### config.mk
export PLATFORM = sky130hd
export DESIGN_NAME = regfile_arbiter
export DESIGN_NICKNAME = d
export VERILOG_FILES = /design/src/rtl/regfile_arbiter.sv
export SDC_FILE = /design/constraint.sdc
export NUM_CORES = 1
export LEC_CHECK = 0
export BUFFER_PORTS_ARGS = -buffer_cell sky130_fd_sc_hd__buf_4
export CAP_MARGIN = 30
export CORE_AREA = 2 2 115 117
export CTS_CLUSTER_DIAMETER = 50
export CTS_CLUSTER_SIZE = 8
export DETAILED_ROUTE_END_ITERATION = 10
export DIE_AREA = 0 0 117 119
export GPL_TIMING_DRIVEN = 1
export HOLD_SLACK_MARGIN = 0.12
export PLACE_DENSITY = 0.57
export SYNTH_ARGS = -nofsm -noshare
export SYNTH_HDL_FRONTEND = slang
export SYNTH_SLANG_ARGS = --single-unit
### constraint.sdc
create_clock -name clk -period 2.3 [get_ports clk]
set_input_delay 0.23 -clock clk [delete_from_list [all_inputs] [get_ports clk]]
set_output_delay 0.23 -clock clk [all_outputs]
set_load 0.03 [all_outputs]
### src/rtl/regfile_arbiter.sv
// Purpose: sole owner of the card regfile ports; round-robin write arbitration plus scan/single read sequencing.
// Latency: write request to regfile write is 2 cycles when uncontended; a read address is issued 1 cycle after acceptance and its valid follows 1 cycle later.
// Backpressure: each requester has a 1-entry buffer (wr_ready = buffer empty); a request into a full buffer is dropped and sets sticky wr_overflow.
module regfile_arbiter #(
  parameter int NUM_REQ = 3,
  parameter int ADDR_W  = 6,
  parameter int DATA_W  = 5
) (
  input  logic                      clk,
  input  logic                      rst,
  // write requesters
  input  logic [NUM_REQ-1:0]        wr_req,
  input  logic [NUM_REQ*ADDR_W-1:0] wr_addr,
  input  logic [NUM_REQ*DATA_W-1:0] wr_data,
  output logic [NUM_REQ-1:0]        wr_ready,
  output logic [NUM_REQ-1:0]        wr_ack,
  output logic                      wr_overflow,
  // regfile write port
  output logic                      regfile_w_enable,
  output logic [ADDR_W-1:0]         regfile_w_address,
  output logic [DATA_W-1:0]         regfile_w_data,
  // table scan
  input  logic                      scan_start,
  input  logic [ADDR_W:0]           scan_len,
  output logic                      scan_busy,
  output logic                      scan_valid,
  output logic                      scan_done,
  // single read
  input  logic                      rd_req,
  input  logic [ADDR_W-1:0]         rd_addr,
  output logic                      rd_valid,
  // regfile read port
  output logic [ADDR_W-1:0]         regfile_r_address
);

  localparam int RR_W = (NUM_REQ > 1) ? $clog2(NUM_REQ) : 1;

  // ---------------------------------------------------------------------------
  // Write path
  // ---------------------------------------------------------------------------
  logic [NUM_REQ-1:0] pending_q, pending_d;
  logic [ADDR_W-1:0]  buf_addr_q [NUM_REQ];
  logic [DATA_W-1:0]  buf_data_q [NUM_REQ];
  logic [RR_W-1:0]    rr_q, rr_d;
  logic               overflow_q, overflow_d;
  logic               w_en_q, w_en_d;
  logic [ADDR_W-1:0]  w_addr_q, w_addr_d;
  logic [DATA_W-1:0]  w_data_q, w_data_d;
  logic [NUM_REQ-1:0] wr_ack_q, wr_ack_d;

  logic               gnt_vld;
  logic [RR_W-1:0]    gnt_idx;
  logic [RR_W-1:0]    cand;
  logic [NUM_REQ-1:0] gnt_oh;

  // Round-robin pick: first pending entry after the last grant, wrapping; the
  // loop runs far-to-near so the nearest pending entry is the one that sticks.
  always_comb begin
    gnt_vld = 1'b0;
    gnt_idx = '0;
    cand    = '0;
    for (int k = NUM_REQ; k >= 1; k--) begin
      cand = RR_W'((int'(rr_q) + k) % NUM_REQ);
      if (pending_q[cand]) begin
        gnt_vld = 1'b1;
        gnt_idx = cand;
      end
    end
    gnt_oh = '0;
    if (gnt_vld) gnt_oh[gnt_idx] = 1'b1;
  end

  // Next-state of the write path: drain the granted buffer, fill empty buffers
  // that see a request, flag requests that land on a full buffer.
  always_comb begin
    pending_d  = (pending_q & ~gnt_oh) | (wr_req & ~pending_q);
    overflow_d = overflow_q | (|(wr_req & pending_q));
    rr_d       = gnt_vld ? gnt_idx : rr_q;
    w_en_d     = gnt_vld;
    wr_ack_d   = gnt_oh;
    w_addr_d   = gnt_vld ? buf_addr_q[gnt_idx] : w_addr_q;
    w_data_d   = gnt_vld ? buf_data_q[gnt_idx] : w_data_q;
  end

  // Write-path control registers; reset discards anything still buffered.
  always_ff @(posedge clk) begin
    if (rst) begin
      pending_q  <= '0;
      overflow_q <= 1'b0;
      rr_q       <= '0;
      w_en_q     <= 1'b0;
      wr_ack_q   <= '0;
      w_addr_q   <= '0;
      w_data_q   <= '0;
    end else begin
      pending_q  <= pending_d;
      overflow_q <= overflow_d;
      rr_q       <= rr_d;
      w_en_q     <= w_en_d;
      wr_ack_q   <= wr_ack_d;
      w_addr_q   <= w_addr_d;
      w_data_q   <= w_data_d;
    end
  end

  // Buffer payloads are only meaningful while pending, so they need no reset.
  always_ff @(posedge clk) begin
    for (int i = 0; i < NUM_REQ; i++) begin
      if (wr_req[i] && !pending_q[i]) begin
        buf_addr_q[i] <= wr_addr[i*ADDR_W +: ADDR_W];
        buf_data_q[i] <= wr_data[i*DATA_W +: DATA_W];
      end
    end
  end

  assign wr_ready          = ~pending_q;
  assign wr_ack            = wr_ack_q;
  assign wr_overflow       = overflow_q;
  assign regfile_w_enable  = w_en_q;
  assign regfile_w_address = w_addr_q;
  assign regfile_w_data    = w_data_q;

  // ---------------------------------------------------------------------------
  // Read path
  // ---------------------------------------------------------------------------
  typedef enum logic [1:0] {
    R_IDLE   = 2'd0,
    R_SCAN   = 2'd1,
    R_SINGLE = 2'd2
  } rstate_t;

  rstate_t           state_q, state_d;
  logic [ADDR_W:0]   cnt_q, cnt_d;
  logic [ADDR_W:0]   len_q, len_d;
  logic [ADDR_W:0]   cnt_nxt;
  logic [ADDR_W-1:0] r_addr_q, r_addr_d;
  logic              scan_valid_q, scan_valid_d;
  logic              scan_done_q, scan_done_d;
  logic              rd_valid_q, rd_valid_d;
  logic              scan_go;
  logic              rd_go;
  logic              scan_tail;

  // cnt_q counts addresses already issued; cnt_q == len_q is the extra cycle
  // in which the last entry's data is still on the read port.
  assign cnt_nxt   = cnt_q + 1'b1;
  assign scan_go   = scan_start && (scan_len != '0);
  // The requester still holds rd_req in the cycle rd_valid is shown, so that
  // cycle must not start a second read of the same request.
  assign rd_go     = rd_req && !rd_valid_q;
  assign scan_tail = (cnt_q == len_q);

  // Read FSM state register.
  always_ff @(posedge clk) begin
    if (rst) state_q <= R_IDLE;
    else     state_q <= state_d;
  end

  // Read FSM next state: a scan outranks a pending single read.
  always_comb begin
    state_d = state_q;
    case (state_q)
      R_IDLE: begin
        if (scan_go)    state_d = R_SCAN;
        else if (rd_go) state_d = R_SINGLE;
      end
      R_SCAN:   if (scan_tail) state_d = R_IDLE;
      R_SINGLE: state_d = R_IDLE;
      default:  state_d = R_IDLE;
    endcase
  end

  // Read FSM outputs: next read address, scan counter and the one-cycle-late
  // valid/done strobes that line up with regfile read data.
  always_comb begin
    cnt_d        = cnt_q;
    len_d        = len_q;
    r_addr_d     = r_addr_q;
    scan_valid_d = 1'b0;
    scan_done_d  = 1'b0;
    rd_valid_d   = 1'b0;
    scan_busy    = 1'b0;
    case (state_q)
      R_IDLE: begin
        if (scan_go) begin
          cnt_d    = '0;
          len_d    = scan_len;
          r_addr_d = '0;
        end else if (rd_go) begin
          r_addr_d = rd_addr;
        end
        // An empty scan just acknowledges itself.
        if (scan_start && (scan_len == '0)) scan_done_d = 1'b1;
      end
      R_SCAN: begin
        scan_busy = 1'b1;
        if (scan_tail) begin
          scan_done_d = 1'b1;
        end else begin
          scan_valid_d = 1'b1;
          cnt_d        = cnt_nxt;
          if (cnt_nxt < len_q) r_addr_d = cnt_nxt[ADDR_W-1:0];
        end
      end
      R_SINGLE: rd_valid_d = 1'b1;
      default: ;
    endcase
  end

  // Read datapath registers.
  always_ff @(posedge clk) begin
    if (rst) begin
      cnt_q        <= '0;
      len_q        <= '0;
      r_addr_q     <= '0;
      scan_valid_q <= 1'b0;
      scan_done_q  <= 1'b0;
      rd_valid_q   <= 1'b0;
    end else begin
      cnt_q        <= cnt_d;
      len_q        <= len_d;
      r_addr_q     <= r_addr_d;
      scan_valid_q <= scan_valid_d;
      scan_done_q  <= scan_done_d;
      rd_valid_q   <= rd_valid_d;
    end
  end

  assign scan_valid        = scan_valid_q;
  assign scan_done         = scan_done_q;
  assign rd_valid          = rd_valid_q;
  assign regfile_r_address = r_addr_q;

endmodule

Word level (Yosys, flattened, before mapping)

Memories as Yosys holds them, arrays and structs flattened. A register that Yosys moved wholly into a read port is not among the register bits.
Cells that the tools add are included.

$add $sub $neg: 4
Divide/modulo/power cells: 3
$lt $le $gt $ge: 6
Eq/ne operators: 8
Mux-type cells: 39
Bitwise logic cells: 8
Reduce and logical (&&, ||, !) cells: 21

Operators by type and width:

| kind                                                       | count |
|---|---|
| remainder unit 32 x 3 -> 32 bit, second input constant     | 3 |
| two-way mux 6 bit                                          | 4 |
| two-way mux 1 bit                                          | 18 |
| two-way mux 7 bit                                          | 2 |
| case mux 7 bit (2 select lines)                            | 1 |
| less-than comparator 2 x 3 -> 1 bit, second input constant | 4 |
| two-way mux 2 bit                                          | 6 |
| case mux 6 bit (2 select lines)                            | 1 |
| AND 3 bit                                                  | 3 |
| != test 2 bit, second input constant                       | 4 |
| adder 7 x 1 -> 7 bit, second input constant                | 1 |
| equality test 7 bit                                        | 1 |
| logical AND 1 bit                                          | 7 |
| zero test 7 bit                                            | 1 |
| less-than comparator 7 bit                                 | 1 |
| nonzero test 7 bit                                         | 1 |
| adder 2 x 2 -> 3 bit, second input constant                | 2 |
| binary-select mux 1 bit (select 2 bit)                     | 3 |
| inverter 3 bit                                             | 2 |
| zero test 1 bit                                            | 4 |
| case mux 2 bit (2 select lines)                            | 1 |
| AND reduction 2 bit                                        | 2 |
| AND reduction 4 bit                                        | 1 |
| adder 2 x 1 -> 3 bit, second input constant                | 1 |
| other kinds (15)                                           | 15 |

Register bits: 35
Bits in writable memories: 33
Input bits: 53
Output and inout port bits: 29
Logic and storage cells: 103
Memories kept: 2

Memory list:

| memory     | depth | width | read ports | clocked after Yosys merged registers in | write ports | line | RTL |
|---|---|---|---|---|---|---|---|
| buf_addr_q | 3     | 6     | 1          | 1                                       | 3           | 42   | `logic [ADDR_W-1:0] buf_addr_q [NUM_REQ];` |
| buf_data_q | 3     | 5     | 1          | 1                                       | 3           | 43   | `logic [DATA_W-1:0] buf_data_q [NUM_REQ];` |

Longest topological paths before layout

Depth in word-level cells: 15
Depth in mapped cells: 12
Mapped depth without buffers: 11

Worst setup path after synthesis

OpenSTA, ideal clock, no wires.

Path kind: reg-to-reg
From: register cnt_q[0]
To: register r_addr_q[0] (netlist: regfile_r_address[0])
Library setup time: 80 ps
Data arrival time: 2075 ps
Required time: 2220 ps
Slack: 145 ps
Cell stages (with the launch flop): 13
Path buffers: 1
Clock period less this slack: 2155 ps
Cell sequence: dfxtp_1 > ha_1 > nand3_1 > nor2_1 > xnor2_1 > ha_1 > o21ai_0 > nor2_1 > o41ai_1 > a31o_2 > and2_1 > buf_6 > a211oi_2

Word-level cells in the longest chain between the ends: 4
Elaborated cells on any way between the ends: 9
Classes of those cells: 1 x add/sub; 1 x order compare; 3 x eq/ne; 3 x mux; 1 x reduce/logical

RTL lines:

| item                                                                             | line | RTL |
|---|---|---|
| start, declared                                                                  | 133  | `logic [ADDR_W:0] cnt_q, cnt_d;` |
| start signal, assigned                                                           | 220  | `cnt_q <= cnt_d;` |
| adder 7 x 1 -> 7 bit                                                             | 146  | `assign cnt_nxt = cnt_q + 1'b1;` |
| less-than comparator 7 bit or two-way mux 6 bit (tied branches)                  | 202  | `if (cnt_nxt < len_q) r_addr_d = cnt_nxt[ADDR_W-1:0];` |
| != test 2 bit (no line) or two-way mux 6 bit (tied branches)                     | n/a  |  |
| AND reduction 4 bit (no line) or case mux 6 bit (2 select lines) (tied branches) | n/a  |  |
| end signal, assigned                                                             | 222  | `r_addr_q <= r_addr_d;` |
| end, declared                                                                    | 136  | `logic [ADDR_W-1:0] r_addr_q, r_addr_d;` |

Parallel ways exist; a longest one is shown, timed or not. The select of a mux whose other input is x is not followed.
A chain may end at the register's enable or synchronous reset.

Worst setup path in the final report

From: register cnt_q[1]
To: register r_addr_q[1] (netlist: regfile_r_address[1])

The elaborated chain is that of the path after synthesis.

==> metrics.yaml <==
outcome:
  run_status: "completed"
synth:
  synth_edf_count: 33
  async_flop_share_pct: 0
  yosys.area_share.simple_pct: 14.2
  syn_area_mm2: 0.00350
  synth_top_cell_area_share_pct: 28.3
  synth.net_count: 374
  synth_cell_types: 51
  synth.mux.area_fraction_pct: 4.00
  synth_adder_area_share_pct: 4.29
  yosys_warnings: 0
  synth_compound_area_share_pct: 16.2
  avgSynthCellArea_um2: 11.3
  ys_seq_area_share_pct: 54.6
  synth_cells: 309
  synth.area.top_cells: "edfxtp_1 28%, dfxtp_1 26%, ha_1 4.3%"
  ys.flop_type: "dfxtp_1"
  synth_seq_cells: 79
  synth_largest_area_cell: "edfxtp_1"
  synth_top_family_by_area: "compound AO/OA/AOI/OAI gates"
  yosys.area_share.xor_xnor_pct: 2.75
critical_path:
  worstReg2RegStart: "cnt_q[1]"
  critPathArrivalTime_ns: 2.51
  worst-path-buf-inv: 1
  cpMostUsedCell: "nor2_1"
  path_delay_family: "compound AO/OA/AOI/OAI gates"
  rr_worst_depth: 11
  r2r_end: "regfile_r_address[1]"
  path_cells: "nand3_1 > nor2_1 > xor2_1 > ha_2 > o21ai_1 > nor2_1 > o41ai_2 > a31o_2 > and2_1 > buf_4 > a211oi_2"
  cp_max_fo: 3
  slowest_stage: "dfxtp_2"
  cpPeakStageDelay_ns: 0.36
  start_kind: "flop"
  worstPathRequired_ns: 2.56
  end_kind: "flop"
  path_class: "flop to flop"
  rrSetupSlack_ns: 0.04
sta:
  finClkSkew_ns: 0.00933
  finalSetupViolations: 0
  tightest_slew_ns: 0.533
  fin_crit_ns: 2.26
  hold_viol: 0
  worst_slack_ns: 0.0446
  maxSlewViolCount: 0
  rsz0062_at_grt: "true"
  slew_headroom_pct: 64.5
  period_share_pct: 98.1
  fmax_mhz: 443
layout:
  seq_area_mm2: 0.00192
  area_growth_pct: 48.0
  n_fill_cell: 1243
  final_cell_mix: "107 x buf_4, 41 x dfxtp_1, 35 x nor2_1"
  multi_input_area_mm2: 0.00154
  drive_above_1_share_pct: 36.5
  antennaDiodeCount: 0
  final_common_cell: "buf_4"
  nets: 515
place:
  dp_hpwl_um: 6570
  place_ws_ns: -0.00856
  port_buffers: 81
  place_congestion: 0.784
power_and_ir_drop:
  power_uw: 5160
  seqPwrFrac_pct: 36.4
  power_density_mw_per_mm2: 997
  combPwrFrac_pct: 38.3
  swShare_pct: 36.2
  p_sw_uw: 1870
  peakVddDrop_mv: 0.508
  internal_power_uw: 3290
  p_clk_share_pct: 25.3
  p_leak_uw: 0.00211
route:
  avgViaCountPerCell: 4.55
  wl_um: 9490
  vias: 2869
  ant_nets: 0
  drtPass1Iterations: 4
  avgRoutedWirePerCell_um: 15.0
  drc_errors: 0
  drt_iter0_markers: 139
die:
  core_mm2: 0.0129
  dieArea_mm2: 0.0139
  die_w_um: 117
  num_io_pins: 82
  fp-row-count: 42
  dieHeight_um: 119
  initial_core_util_pct: 27.2
clock_network:
  clk-insertion-delay-late_ns: 0.34
  cts_num_sinks: 79
  clk_pin_slew_ns: 0.06
  clockBufferDepth: 2
  htree_levels: 3
  cts_buffers: 9
  cts_tree: "built"
  cts_root_buf: "clkbuf_16"
worst_hold_path:
  hold_end: "len_q[3]"
  hold_class: "primary input to flop"
  holdPathStages: 3
  min-delay-start: "scan_len[3]"
grt:
  grt_pass1_vias: 2851
  gr-total-overflow: 0
  grt_max_degree: 43
  grt.total_usage_pct: 13.9
  antenna_found_initial: 0
  grt_pass1_wl_um: 14600
run:
  max-cap-violations: 0
## final cells by class
| class | instances | area share [%] |
|---|---|---|
| Clock buffer | 10 | 4.42 |
| Clock inverter | 6 | 0.894 |
| Inverter | 16 | 1.16 |
| Multi-Input combinational cell | 201 | 29.7 |
| Sequential cell | 79 | 37.1 |
| Tap cell | 176 | 4.25 |
| Timing Repair Buffer | 143 | 22.5 |
## worst max path at each step
stage	depth (start not counted)	start	to	slack [ns]
after floorplan	12	cnt_q[0]	regfile_r_address[0]	0.14
final	11	cnt_q[1]	regfile_r_address[1]	0.04
after global placement	8	rr_q[0]	regfile_w_address[5]	0.05
after global routing	11	cnt_q[1]	regfile_r_address[1]	-0.03
after CTS	11	cnt_q[0]	regfile_r_address[1]	0.004
after detailed placement	8	rr_q[0]	regfile_w_address[5]	-0.009
## Yosys cell counts (3+ instances only)
cell type,n
dfxtp_1,46
nor2_1,36
edfxtp_1,33
a21oi_1,21
nand2_1,17
inv_1,15
mux2i_1,14
ha_1,12
a211oi_1,11
a221oi_1,9
and2_1,8
a211oi_2,6
clkbuf_1,6
nor2b_1,6
xnor2_1,6
nor3_1,5
xor2_1,5
nand3_1,4
a21oi_4,3
and3_1,3
buf_2,3
buf_6,3
nor3b_1,3
## registers in the layout (all words and copies together) (netlist names), 2 cells and up
name,count
regfile_w_address,6
cnt_q,7
buf_data_q,15
buf_addr_q,18
wr_ack,3
pending_q,3
regfile_r_address,6
rr_q,2
len_q,7
state_q,2
regfile_w_data,5
## logic make-up (layout without fill, tap and decap cells)
logic type      count (synthesis)  after routing
simple gates                   95             95
flops                          79             79
compound gates                 69             69
buf+inv                        29            175
mux                            14             14
fa+ha+maj                      12             12
xor+xnor                       11             11
## power by group through the flow
stage	clock network [uW]	registers (uW)	logic [uW]
floorplan	0	2150	919
global placement	0	1900	1790
detailed placement	0	1910	1830
CTS	1350	1880	1910
global route	1410	1900	2150
finish	1310	1880	1980
## metal layers
layer	track usage, %	part of all wire [%]	vias up
met5	0	0	-
met4	4.71	1.1	0
met3	3.46	4.9	11
met2	24.3	53	80
met1	16.3	41	1368
li1	-	-	1410
## tightest hold or removal path: stages
cell and delay (ns):
buf_4 0.09, mux2i_1 0.06, nor2_1 0.07
## metrics by stage
step	util, %	std cells	hold WS [ns]	cell area (um2)	TNS [ns]
finish	40.2	631	0.142	5180	0
global route	40.2	631	0.144	5180	-0.170
CTS	39.2	626	0.134	5040	0
detailed placement	34.2	574	0.409	4410	-0.0108
global placement	34.2	574	0.409	4410	0
floorplan	-	309	0.329	3500	0
## timing repair
action                     4_1_cts  5_1_grt
hold buffers                    33        0
hold endpoints to repair        33        0
resized for setup                2       27
setup endpoints to repair       12       20
pin swaps                        3        9
buffers inserted                 3        5
Note: power is estimated with default switching activity, not from simulation.
